File: config.mk
export PLATFORM = sky130hd
export DESIGN_NAME = wb_sample_fetch
export DESIGN_NICKNAME = d
export VERILOG_FILES = /design/src/rtl/wb_sample_fetch.sv
export SDC_FILE = /design/constraint.sdc
export NUM_CORES = 1
export LEC_CHECK = 0
export ABC_AREA = 0
export CELL_PAD_IN_SITES_DETAIL_PLACEMENT = 2
export CELL_PAD_IN_SITES_GLOBAL_PLACEMENT = 2
export CORE_ASPECT_RATIO = 1.2
export CORE_MARGIN = 2
export CORE_UTILIZATION = 47
export CTS_BUF_LIST = sky130_fd_sc_hd__clkbuf_4 sky130_fd_sc_hd__clkbuf_8
export DETAILED_ROUTE_END_ITERATION = 6
export PLACE_DENSITY_LB_ADDON = 0.1
export SLEW_MARGIN = 20
export SYNTH_ARGS = -nofsm -noshare
export SYNTH_HDL_FRONTEND = slang
export SYNTH_SLANG_ARGS = --single-unit
File: constraint.sdc
create_clock -name clk_i -period 8.3 [get_ports clk_i]
set_input_delay 1.245 -clock clk_i [delete_from_list [all_inputs] [get_ports clk_i]]
set_output_delay 1.245 -clock clk_i [all_outputs]
set_load 0.02 [all_outputs]
File: src/rtl/wb_sample_fetch.sv
// wb_sample_fetch: read-only Wishbone burst initiator. It fetches a block of
// 32-bit PCM words from RAM into a small first-word-fall-through FIFO, which
// feeds the playback path through a valid/ready stream.
module wb_sample_fetch #(
    parameter int unsigned adr_width  = 16,
    parameter int unsigned burst_len  = 4,
    parameter int unsigned fifo_depth = 8
) (
    input  logic                          clk_i,
    input  logic                          rst_i,
    // transfer control
    input  logic                          start_i,
    input  logic [adr_width-1:0]          base_adr_i,
    input  logic [15:0]                   len_i,
    output logic                          busy_o,
    output logic                          done_o,
    // Wishbone initiator
    output logic [adr_width-1:0]          wb_adr_o,
    input  logic [31:0]                   wb_dat_i,
    output logic                          wb_we_o,
    output logic                          wb_cyc_o,
    output logic                          wb_stb_o,
    output logic [2:0]                    wb_cti_o,
    input  logic                          wb_ack_i,
    // sample stream
    output logic [31:0]                   smp_dat_o,
    output logic                          smp_vld_o,
    input  logic                          smp_rdy_i,
    output logic [$clog2(fifo_depth):0]   fifo_lvl_o
);

    localparam int unsigned ptr_w  = $clog2(fifo_depth);
    localparam int unsigned lvl_w  = ptr_w + 1;
    localparam int unsigned beat_w = $clog2(burst_len) + 1;

    localparam logic [1:0] S_IDLE  = 2'd0;
    localparam logic [1:0] S_ARB   = 2'd1;
    localparam logic [1:0] S_BURST = 2'd2;
    localparam logic [1:0] S_DONE  = 2'd3;

    localparam logic [2:0] CTI_INC = 3'b010;
    localparam logic [2:0] CTI_END = 3'b111;

    // control registers
    logic [1:0]            r_state;
    logic [adr_width-1:0]  r_adr;
    logic [15:0]           r_rem;
    logic [beat_w-1:0]     r_beat_cnt;
    logic [beat_w-1:0]     r_beats;
    logic [2:0]            r_cti;
    logic                  r_cyc;
    logic                  r_busy;
    logic                  r_done;

    // FIFO registers
    logic [31:0]           r_mem [fifo_depth];
    logic [ptr_w-1:0]      r_wr_ptr;
    logic [ptr_w-1:0]      r_rd_ptr;
    logic [lvl_w-1:0]      r_lvl;

    // next-state values
    logic [1:0]            w_state_nxt;
    logic [adr_width-1:0]  w_adr_nxt;
    logic [15:0]           w_rem_nxt;
    logic [beat_w-1:0]     w_beat_cnt_nxt;
    logic [beat_w-1:0]     w_beats_nxt;
    logic [2:0]            w_cti_nxt;
    logic [beat_w-1:0]     w_beats_arb;
    logic [beat_w-1:0]     w_beat_inc;
    logic [lvl_w-1:0]      w_free;
    logic                  w_push;
    logic                  w_pop;

    // free space and the size of the next burst as seen from ARB
    always_comb begin
        w_free      = lvl_w'(fifo_depth) - r_lvl;
        w_beats_arb = (r_rem >= 16'(burst_len)) ? beat_w'(burst_len) : beat_w'(r_rem);
        w_beat_inc  = beat_w'(r_beat_cnt + beat_w'(1));
        w_pop       = smp_rdy_i && (r_lvl != '0);
    end

    // next-state and datapath decode
    always_comb begin
        w_state_nxt    = r_state;
        w_adr_nxt      = r_adr;
        w_rem_nxt      = r_rem;
        w_beat_cnt_nxt = r_beat_cnt;
        w_beats_nxt    = r_beats;
        w_cti_nxt      = r_cti;
        w_push         = 1'b0;
        case (r_state)
            S_IDLE: begin
                if (start_i) begin
                    w_adr_nxt   = base_adr_i;
                    w_rem_nxt   = len_i;
                    w_state_nxt = S_ARB;
                end
            end
            S_ARB: begin
                if (r_rem == 16'd0) begin
                    w_state_nxt = S_DONE;
                end else if (w_free >= lvl_w'(w_beats_arb)) begin
                    // the whole burst fits now, so the FIFO cannot overflow
                    w_beat_cnt_nxt = '0;
                    w_beats_nxt    = w_beats_arb;
                    w_cti_nxt      = (w_beats_arb == beat_w'(1)) ? CTI_END : CTI_INC;
                    w_state_nxt    = S_BURST;
                end
            end
            S_BURST: begin
                if (wb_ack_i) begin
                    w_push         = 1'b1;
                    w_adr_nxt      = r_adr + adr_width'(1);
                    w_rem_nxt      = r_rem - 16'd1;
                    w_beat_cnt_nxt = w_beat_inc;
                    if (r_cti == CTI_END) begin
                        w_cti_nxt   = 3'b000;
                        w_state_nxt = S_ARB;
                    end else begin
                        w_cti_nxt = (w_beat_inc == r_beats - beat_w'(1)) ? CTI_END : CTI_INC;
                    end
                end
            end
            S_DONE: begin
                w_state_nxt = S_IDLE;
            end
            default: begin
                w_state_nxt = S_IDLE;
            end
        endcase
    end

    // FSM state register
    always_ff @(posedge clk_i or posedge rst_i) begin
        if (rst_i) begin
            r_state <= S_IDLE;
        end else begin
            r_state <= w_state_nxt;
        end
    end

    // transfer bookkeeping and registered bus/status outputs
    always_ff @(posedge clk_i or posedge rst_i) begin
        if (rst_i) begin
            r_adr      <= '0;
            r_rem      <= '0;
            r_beat_cnt <= '0;
            r_beats    <= '0;
            r_cti      <= '0;
            r_cyc      <= 1'b0;
            r_busy     <= 1'b0;
            r_done     <= 1'b0;
        end else begin
            r_adr      <= w_adr_nxt;
            r_rem      <= w_rem_nxt;
            r_beat_cnt <= w_beat_cnt_nxt;
            r_beats    <= w_beats_nxt;
            r_cti      <= w_cti_nxt;
            r_cyc      <= (w_state_nxt == S_BURST);
            r_busy     <= (w_state_nxt != S_IDLE);
            r_done     <= (w_state_nxt == S_DONE);
        end
    end

    // FIFO storage; contents need no reset since the level gates visibility
    always_ff @(posedge clk_i) begin
        if (w_push) begin
            r_mem[r_wr_ptr] <= wb_dat_i;
        end
    end

    // FIFO pointers and occupancy
    always_ff @(posedge clk_i or posedge rst_i) begin
        if (rst_i) begin
            r_wr_ptr <= '0;
            r_rd_ptr <= '0;
            r_lvl    <= '0;
        end else begin
            if (w_push) begin
                r_wr_ptr <= r_wr_ptr + ptr_w'(1);
            end
            if (w_pop) begin
                r_rd_ptr <= r_rd_ptr + ptr_w'(1);
            end
            case ({w_push, w_pop})
                2'b10:   r_lvl <= r_lvl + lvl_w'(1);
                2'b01:   r_lvl <= r_lvl - lvl_w'(1);
                default: r_lvl <= r_lvl;
            endcase
        end
    end

    // output mapping
    assign busy_o     = r_busy;
    assign done_o     = r_done;
    assign wb_adr_o   = r_adr;
    assign wb_we_o    = 1'b0;
    assign wb_cyc_o   = r_cyc;
    assign wb_stb_o   = r_cyc;
    assign wb_cti_o   = r_cti;
    assign smp_vld_o  = (r_lvl != '0);
    assign smp_dat_o  = (r_lvl != '0) ? r_mem[r_rd_ptr] : 32'd0;
    assign fifo_lvl_o = r_lvl;

endmodule

==> results.cfg, run 1 <==
[status]
outcome = finished clean

[final_layout]
fillerInstances = 2317
seqCellArea_mm2 = 0.00907
design.final.nets = 1036
area_growth_syn_to_layout_pct = 21.0
final_common_cell = sky130_fd_sc_hd__edfxtp_1
total_area_of_multi_input_combinational_cells_mm2 = 0.00381
post_route_cells_drive_above_1_share = 0.185
final_cell_mix = sky130_fd_sc_hd__edfxtp_1 (256), sky130_fd_sc_hd__clkdlybuf4s50_1 (128), sky130_fd_sc_hd__mux4_2 (64), sky130_fd_sc_hd__nor2_1 (62), sky130_fd_sc_hd__clkbuf_8 (54)

[clocking]
clk_transition_reported_paths_ns = 0.06
cts_buffers = 51
clkLatencyLatePin_ns = 0.57
tritoncts = done
clock_path_buffers = 3
cts.sinks = 311
cts-htree-levels = 2
hold_buffers = 0
cts.repair.resized = 0
cts_root_buffer = sky130_fd_sc_hd__clkbuf_8
cts_post_setup_buffers_inserted = 0

[logic_synthesis]
ys_seq_area_frac = 0.696
synth-async-reset-ratio = 0.177
netlist_instances = 799
synth_ff_type = sky130_fd_sc_hd__edfxtp_1
flip_flop_and_latch_count_after_synthesis = 311
yosysUniqueCellTypes = 61
syn-cell-area_mm2 = 0.0130
synth_area_per_cell_um2 = 16.3
synth-edff-count = 256
mappedNetlistNets = 883
ys.warnings.count = 0

[global_routing]
antenna_found_initial = 1
gr-usage-all-layers = 0.281
largest_net_degree_at_the_start_of_global_routing = 57
remaining_global_route_overflow = 0
vias_in_the_first_global_route = 9340
grt_first_pass_wirelength_mm = 60.1

[timing]
rsz_0062_raised_after_global_routing = false
timing.hold.ws_ns = 0.488
clock_skew_ns = 0.0158
final.setup.tns_ns = 0
setup_viol = 0
worst_pin_slew_ns = 0.979
final_max_slew_viol_count = 0
layout_worst_path_cycle_share = 0.600
finalCriticalPeriod_ns = 4.98
timing.slew.headroom = 0.348
fmax_ghz = 0.201
finalHoldViolCount = 0

[critical_path]
timing.critical_path.required_ns = 7.05
worst-setup-path-type = flop to output pin
worst_setup_path_end_kind = output pin
worst-endpoint-arrival_ns = 3.73
critPathLaunchType = flop
path_max_fanout = 47

[detailed_routing]
drt_drc_violations_left = 0
wl_per_cell_um = 30.1
vias_per_cell = 6.03
routed_wirelength_mm = 40.0
via_count = 8004
first_iter_violations = 646
drt_first_pass_iters = 5
final_antenna_net_count = 0

[pwr]
p_int_uw = 3580
power.static_leakage_uw = 0.00542
clock_power_share = 0.227
power.switching_fraction = 0.376
power.sequential.fraction = 0.386
ir_drop_v = 0.000231
power.switching_uw = 2160
power_per_cell_area_mw_per_mm2 = 364
p_comb_frac = 0.388

[hold_path]
holdCritPathClass = flop to flop

[floorplan]
die_area_mm2 = 0.0291
die-height_um = 186
placeableCoreArea_mm2 = 0.0272
rows = 66
floorplan.initialDensity = 0.480
floorplan.die.width_um = 156
io_pins = 130

[placement]
place_congestion = 0.744
io_buffer_count = 128
post-dp-hpwl_mm = 23.2

[job]
drv.max_cap_violation_count = 0
==> final cells by class <==
class                      instances  share of cell area
timing repair buffer             145              0.0927
multi-input combinational        429               0.241
clock buffer                      72              0.0557
inverter                          14             0.00333
clock inverter                    16             0.00444
sequential                       311               0.575
tap                              340              0.0270
antenna                            1            0.000159
==> metrics by stage <==
step	worst slack [ns]	total power [uW]	area [um^2]	std cells	utilization
floorplan	2.63	3500	13000	799	-
global placement	3.61	4260	14700	1236	0.542
detailed placement	3.40	4430	14800	1237	0.543
CTS	3.21	5790	15700	1325	0.578
global route	3.09	6010	15800	1328	0.580
finish	3.32	5740	15800	1328	0.580
==> synth_stat cells, types with 12 or more instances <==
cell / instances / area share
sky130_fd_sc_hd__ha_1: 14 / 0.013
sky130_fd_sc_hd__inv_1: 14 / 0.0040
sky130_fd_sc_hd__nand2_1: 48 / 0.014
sky130_fd_sc_hd__dfrtp_1: 55 / 0.11
sky130_fd_sc_hd__nor3_1: 15 / 0.0058
sky130_fd_sc_hd__clkbuf_1: 30 / 0.0086
sky130_fd_sc_hd__nand3_1: 14 / 0.0054
sky130_fd_sc_hd__mux4_2: 64 / 0.11
sky130_fd_sc_hd__o21ai_0: 22 / 0.0085
sky130_fd_sc_hd__mux2i_1: 35 / 0.027
sky130_fd_sc_hd__nor2_1: 65 / 0.019
sky130_fd_sc_hd__o22ai_1: 12 / 0.0058
sky130_fd_sc_hd__a21oi_1: 38 / 0.015
sky130_fd_sc_hd__edfxtp_1: 256 / 0.59
==> flip-flops by register name, indices dropped and copies added, names as in the netlist <==
name,cells
r_wr_ptr,3
r_rem,16
r_beat_cnt,3
fifo_lvl_o,4
busy_o,1
done_o,1
wb_cti_o,2
r_beats,3
r_rd_ptr,3
wb_adr_o,16
wb_cyc_o,1
r_mem,256
r_state,2
==> logic make-up (layout without fill, tap and decap cells) <==
kind of cell    after synthesis  after routing  share of synthesized area
buf+inv                      59            247                     0.0183
compound gates              119            119                     0.0584
flops                       311            311                      0.696
mux                         100            100                      0.138
other cells                   1              2                   0.000288
fa+ha+maj                    15             15                     0.0150
simple gates                180            180                     0.0644
xor+xnor                     14             14                    0.00941
==> metal layers <==
metal	GRT usage	wire length, um
met1	0.349	16000
met4	0.106	1180
met2	0.493	21000
met3	0.0476	1800
met5	0	0
==> critical path: stages (launching register included) <==
cell and delay, ns:
sky130_fd_sc_hd__dfrtp_4 0.71, sky130_fd_sc_hd__buf_4 0.82, sky130_fd_sc_hd__mux4_2 0.61, sky130_fd_sc_hd__mux2i_1 0.29
sky130_fd_sc_hd__nor2_1 0.09, sky130_fd_sc_hd__clkdlybuf4s50_1 0.58
==> power by group through the flow <==
stage,sequential (uW),clock [uW],combinational (uW)
5_1_grt,2250,1380,2380
3_5_place_dp,2230,0,2190
4_1_cts,2220,1330,2240
3_3_place_gp,2200,0,2060
2_1_floorplan,2110,0,1390
6_report,2220,1300,2230
==> path summary, 6_finish.rpt <==
check,from,end,cells past startpoint,slack (ns)
worst max-delay path,r_rd_ptr[0],smp_dat_o[27],5,3.32
worst min-delay path,r_beats[1],r_beats[1],1,0.49
worst max register to register,r_state[1],r_mem[2][25],5,4.78
worst min register to register,r_beats[1],r_beats[1],1,0.49
max in group asynchronous,rst_i,r_rd_ptr[2],3,6.47
min in group asynchronous,rst_i,fifo_lvl_o[2],3,1.23
(Power assumes the default switching activity.)
==> run 2: changes to the inputs <==
--- a/config.mk
+++ b/config.mk
@@ -10,7 +10,7 @@
 export CELL_PAD_IN_SITES_GLOBAL_PLACEMENT = 2
 export CORE_ASPECT_RATIO = 1.2
 export CORE_MARGIN = 2
-export CORE_UTILIZATION = 47
+export CORE_UTILIZATION = 39
 export CTS_BUF_LIST = sky130_fd_sc_hd__clkbuf_4 sky130_fd_sc_hd__clkbuf_8
 export DETAILED_ROUTE_END_ITERATION = 6
 export PLACE_DENSITY_LB_ADDON = 0.1
==> constraint.sdc (replaced) <==
create_clock -name clk_i -period 4.3 [get_ports clk_i]
set_input_delay 0.645 -clock clk_i [delete_from_list [all_inputs] [get_ports clk_i]]
set_output_delay 0.645 -clock clk_i [all_outputs]
set_load 0.02 [all_outputs]
==> run 2 against run 1 <==
  * Global-route usage decreased by 6.8 points
  * Utilization is 9.3 points lower
  * Die area up 20%
  * Flip-flop and latch count did not move
  * Non-clock buffer count up 7
  * Via count down 2.5%
  * Cell count up 9.1%
  * Critical endpoint is now smp_dat_o[4]
  * Largest cell class unchanged
==> results.cfg, run 2 (synthesized netlist as in run 1, its figures left out) <==
[timing]
rsz_0062_raised_after_global_routing = false
timing.slew.headroom = 0.355
timing.hold.ws_ns = 0.498
fmax_ghz = 0.261
finalHoldViolCount = 0
final_max_slew_viol_count = 0
finalCriticalPeriod_ns = 3.84
layout_worst_path_cycle_share = 0.893
final.setup.tns_ns = 0
worst_pin_slew_ns = 0.965
clock_skew_ns = 0.0311
setup_viol = 0

[pwr]
power.static_leakage_uw = 0.00552
ir_drop_v = 0.000255
power_per_cell_area_mw_per_mm2 = 704

[global_routing]
grt_first_pass_wirelength_mm = 55.0
largest_net_degree_at_the_start_of_global_routing = 58
remaining_global_route_overflow = 0
vias_in_the_first_global_route = 8934
gr-usage-all-layers = 0.213
antenna_found_initial = 2

[floorplan]
floorplan.die.width_um = 171
rows = 73
io_pins = 130
placeableCoreArea_mm2 = 0.0331
floorplan.initialDensity = 0.394
die-height_um = 204
die_area_mm2 = 0.0349

[critical_path]
critPathLaunchType = flop
crit_path_cell_trace = buf_4 > mux4_2 > mux2i_1 > nor2_1 > clkdlybuf4s50_1
worstRegToRegCells = 11
cp.buffers_inverters = 2
rrSetupSlack_ns = 1.12
worst_setup_path_end_kind = output pin
path_max_fanout = 31
timing.critical_path.required_ns = 3.65
worst-setup-path-type = flop to output pin
critPathSlowestCell = sky130_fd_sc_hd__dfrtp_4
worst-endpoint-arrival_ns = 3.19
worst_path_dominant_cell_family = buffers and inverters
critical_path.reg2reg.startpoint = r_rem[6]
cp_slowest_stage_delay_ns = 0.84
timing.rr.end = wb_cti_o[0]
critical_path.startpoint = r_rd_ptr[0]

[clocking]
clock_path_buffers = 3
clk_transition_reported_paths_ns = 0.07
cts_post_setup_buffers_inserted = 0
cts-htree-levels = 2
hold_buffers = 0
cts.sinks = 311
cts.repair.resized = 0
clkLatencyLatePin_ns = 0.58
cts_buffers = 51
cts_root_buffer = sky130_fd_sc_hd__clkbuf_8
tritoncts = done

[final_layout]
seqCellArea_mm2 = 0.00907
num_antenna_cells = 0
final_common_cell = sky130_fd_sc_hd__edfxtp_1
final_cell_mix = sky130_fd_sc_hd__edfxtp_1 (256), sky130_fd_sc_hd__clkdlybuf4s50_1 (128), sky130_fd_sc_hd__mux4_2 (64), sky130_fd_sc_hd__nor2_1 (62), sky130_fd_sc_hd__clkbuf_8 (54)
largest_reg_flops = 256
post_route_cells_drive_above_1_share = 0.199
total_area_of_multi_input_combinational_cells_mm2 = 0.00380
fillerInstances = 3118
area_growth_syn_to_layout_pct = 23.8
design.final.nets = 1043
regMostFlops = r_mem

[hold_path]
hold_end = r_beats[1]
min_from = r_beats[1]
hold-path-cell-count = 1
holdCritPathClass = flop to flop

[detailed_routing]
first_iter_violations = 471
drt_first_pass_iters = 5
routed_wirelength_mm = 35.9
final_antenna_net_count = 0
wl_per_cell_um = 24.8
drt_drc_violations_left = 0
via_count = 7804
vias_per_cell = 5.39

[status]
outcome = finished clean

[placement]
io_buffer_count = 128
place_congestion = 0.775
post-dp-hpwl_mm = 22.2

[job]
drv.max_cap_violation_count = 0
-- run 2: cell types whose count changed in the layout (fill, tap and decap cells not counted), sizes merged --
cell	previous run	this run
clkbuf	72	65
clkinv	16	18
diode	1	0
buf	17	24
bufinv	0	7
clkinvlp	0	3
-- run 2: worst register-to-register path: stages, from the launching register on --
cell	delay [ns]
sky130_fd_sc_hd__dfrtp_1	0.44
sky130_fd_sc_hd__nor4_1	0.30
sky130_fd_sc_hd__buf_4	0.18
sky130_fd_sc_hd__nand2_1	0.11
sky130_fd_sc_hd__nor2_2	0.42
sky130_fd_sc_hd__nand2_1	0.12
sky130_fd_sc_hd__ha_1	0.23
sky130_fd_sc_hd__nor3b_1	0.20
sky130_fd_sc_hd__o21bai_1	0.14
sky130_fd_sc_hd__o21ai_1	0.59
sky130_fd_sc_hd__and2_1	0.24
sky130_fd_sc_hd__o22ai_1	0.09
-- run 2: worst max path at each step --
stage / slack, ns / endpoint / cells after the start
finish: 0.46 / smp_dat_o[4] / 5
global route: 0.27 / smp_dat_o[4] / 5
CTS: 0.36 / smp_dat_o[4] / 5
detailed placement: 0.80 / fifo_lvl_o[3] / 11
global placement: 0.87 / fifo_lvl_o[3] / 11
floorplan: 0.07 / r_mem[4][0] / 5
-- run 2: layer usage --
metal  GRT usage  share of wire  vias to the layer above
met5           0        0.00031                        -
met4      0.0605          0.020                        2
met3      0.0354          0.042                       50
met2       0.390           0.54                      197
met1       0.257           0.40                     4088
li1            -              -                     3467
-- run 2: layout make-up --
class                      count  share of cell area
clock buffer                  65              0.0512
clock inverter                28              0.0195
inverter                      14             0.00326
multi-input combinational    429               0.236
sequential                   311               0.562
tap                          450              0.0349
timing repair buffer         152              0.0929
-- run 2: stage by stage --
step / total power, uW / setup slack (ns) / util / instance area (um^2) / instances
5_1_grt: 12000 / 0.270 / 0.488 / 16100 / 1449
2_1_floorplan: 6760 / 0.0671 / - / 13000 / 799
3_5_place_dp: 8560 / 0.804 / 0.453 / 15000 / 1356
6_report: 11400 / 0.462 / 0.488 / 16100 / 1449
4_1_cts: 11500 / 0.362 / 0.488 / 16100 / 1449
3_3_place_gp: 8330 / 0.871 / 0.453 / 15000 / 1356
-- run 2: report_power, final --
group	internal, uW	total [uW]	switching [uW]
Sequential	3650	4220	570
Combinational	2000	4220	2220
Clock	1690	2920	1230
==> run 3: changes to the inputs <==
--- a/config.mk
+++ b/config.mk
@@ -10,9 +10,10 @@
 export CELL_PAD_IN_SITES_GLOBAL_PLACEMENT = 2
 export CORE_ASPECT_RATIO = 1.2
 export CORE_MARGIN = 2
-export CORE_UTILIZATION = 39
+export CORE_UTILIZATION = 44
 export CTS_BUF_LIST = sky130_fd_sc_hd__clkbuf_4 sky130_fd_sc_hd__clkbuf_8
 export DETAILED_ROUTE_END_ITERATION = 6
+export DONT_BUFFER_PORTS = 1
 export PLACE_DENSITY_LB_ADDON = 0.1
 export SLEW_MARGIN = 20
 export SYNTH_ARGS = -nofsm -noshare
==> run 3 against run 2 <==
  * Non-clock buffer count shrank 125
  * Clock skew grew 0.0041 ns
  * Cell count decreased by 13%
  * Wire length decreased by 5.7%
  * Critical path type is now flop to flop
==> results.cfg, run 3 (synthesized netlist as in run 1, its figures left out) <==
[clocking]
tritoncts = done
clock_path_buffers = 3
cts.sinks = 311
cts.repair.resized = 0
cts_buffers = 52
cts-htree-levels = 2
clkLatencyLatePin_ns = 0.59
cts_root_buffer = sky130_fd_sc_hd__clkbuf_8
hold_buffers = 0
clk_transition_reported_paths_ns = 0.07
cts_post_setup_buffers_inserted = 0

[critical_path]
worst_setup_path_end_kind = flop
timing.rr.end = fifo_lvl_o[3]
critPathLaunchType = flop
timing.critical_path.required_ns = 4.75
path_max_fanout = 33
worst-endpoint-arrival_ns = 4.16
worstRegToRegCells = 12
rrSetupSlack_ns = 0.60
worst-setup-path-type = flop to flop
critical_path.reg2reg.startpoint = fifo_lvl_o[0]

[final_layout]
fillerInstances = 2703
post_route_cells_drive_above_1_share = 0.223
num_antenna_cells = 0
design.final.nets = 919
largest_reg_flops = 256
regMostFlops = r_mem
final_core_utilization = 0.497
final_cell_mix = sky130_fd_sc_hd__edfxtp_1 (256), sky130_fd_sc_hd__mux4_2 (64), sky130_fd_sc_hd__nor2_1 (62), sky130_fd_sc_hd__clkbuf_8 (55), sky130_fd_sc_hd__dfrtp_1 (52)
area_growth_syn_to_layout_pct = 12.0
final_design_area_no_fill_mm2 = 0.0146
fin_cells = 1261
final_common_cell = sky130_fd_sc_hd__edfxtp_1

[timing]
final.setup.tns_ns = 0
rsz_0062_raised_after_global_routing = false
fmax_ghz = 0.270
layout_worst_path_cycle_share = 0.861
setup_viol = 0
finalHoldViolCount = 0
finalCriticalPeriod_ns = 3.70
worst_pin_slew_ns = 1.10
final_max_slew_viol_count = 0
clock_skew_ns = 0.0352
timing.hold.ws_ns = 0.0697
timing.slew.headroom = 0.264

[floorplan]
die-height_um = 192
io_pins = 130
placeableCoreArea_mm2 = 0.0294
floorplan.initialDensity = 0.444
rows = 69
die_area_mm2 = 0.0310
floorplan.die.width_um = 161

[detailed_routing]
routed_wirelength_mm = 33.8
final_antenna_net_count = 0
first_iter_violations = 407
wl_per_cell_um = 26.8
via_count = 7353
drt_first_pass_iters = 6
vias_per_cell = 5.83
drt_drc_violations_left = 0

[hold_path]
holdCritPathClass = primary input to async pin

[placement]
place_congestion = 0.781
place.detailed.instances = 1171
post-dp-hpwl_mm = 21.3
io_buffer_count = 0
placed_area_mm2 = 0.0136

[pwr]
power_per_cell_area_mw_per_mm2 = 694
power.static_leakage_uw = 0.00496
ir_drop_v = 0.000289

[global_routing]
antenna_found_initial = 1
largest_net_degree_at_the_start_of_global_routing = 43
vias_in_the_first_global_route = 8559
grt_first_pass_wirelength_mm = 52.1
gr-usage-all-layers = 0.225
remaining_global_route_overflow = 0

[status]
outcome = finished clean

[job]
drv.max_cap_violation_count = 0
run 3: cell types whose count changed in the layout (fill, tap and decap cells not counted), sizes merged:
cell           change
buf                +3
clkinvlp           -1
clkdlybuf4s50    -128
bufinv             -6
clkbuf             +4
run 3: how the worst max path moves through the flow:
stage,from,endpoint,slack (ns),cells after the start
4_1_cts,fifo_lvl_o[0],fifo_lvl_o[3],0.48,12
6_report,fifo_lvl_o[0],fifo_lvl_o[3],0.60,12
3_3_place_gp,fifo_lvl_o[0],fifo_lvl_o[3],0.75,12
5_1_grt,fifo_lvl_o[0],fifo_lvl_o[3],0.35,12
3_5_place_dp,fifo_lvl_o[0],fifo_lvl_o[3],0.51,12
2_1_floorplan,wb_ack_i,r_mem[4][0],0.07,5
run 3: worst max-delay path, cell delays in order, from the launching register on:
cell and delay, ns:
sky130_fd_sc_hd__dfrtp_1 0.50, sky130_fd_sc_hd__inv_1 0.19, sky130_fd_sc_hd__ha_1 0.21, sky130_fd_sc_hd__and2_2 0.74, sky130_fd_sc_hd__inv_1 0.31, sky130_fd_sc_hd__and2_1 0.32
sky130_fd_sc_hd__ha_1 0.24, sky130_fd_sc_hd__ha_1 0.28, sky130_fd_sc_hd__a21o_1 0.18, sky130_fd_sc_hd__a21oi_1 0.18, sky130_fd_sc_hd__xnor2_1 0.18, sky130_fd_sc_hd__nor2_1 0.09
sky130_fd_sc_hd__xor2_1 0.15
run 3: power by group:
part,internal [uW],leakage (uW),switching [uW]
Combinational,1320,0.00149,1820
Sequential,3650,0.00295,829
Clock,1360,0.000521,1170
run 3: metrics by stage:
| step | power [uW] | worst slack (ns) |
|---|---|---|
| 2_1_floorplan | 6760 | 0.0671 |
| 3_3_place_gp | 7500 | 0.751 |
| 3_5_place_dp | 7740 | 0.512 |
| 4_1_cts | 10300 | 0.479 |
| 5_1_grt | 10700 | 0.349 |
| 6_report | 10100 | 0.596 |
run 3: cell type report:
cell class              instances  area (um^2)  share of cell area
multi-input cells             429         3790               0.260
repair buffers                 27          203              0.0139
clock buffers                  69          862              0.0591
flip-flops and latches        311         9070               0.622
well taps                     390          488              0.0334
inverters                      14         52.6             0.00360
clock inverters                21          123             0.00840
run 3: layer usage:
metal	up-vias	GRT usage	wire, um
li1	3209	-	-
met3	37	0.0533	1830
met5	-	0	0
met1	3928	0.261	13100
met4	0	0.0539	500
met2	179	0.420	18400
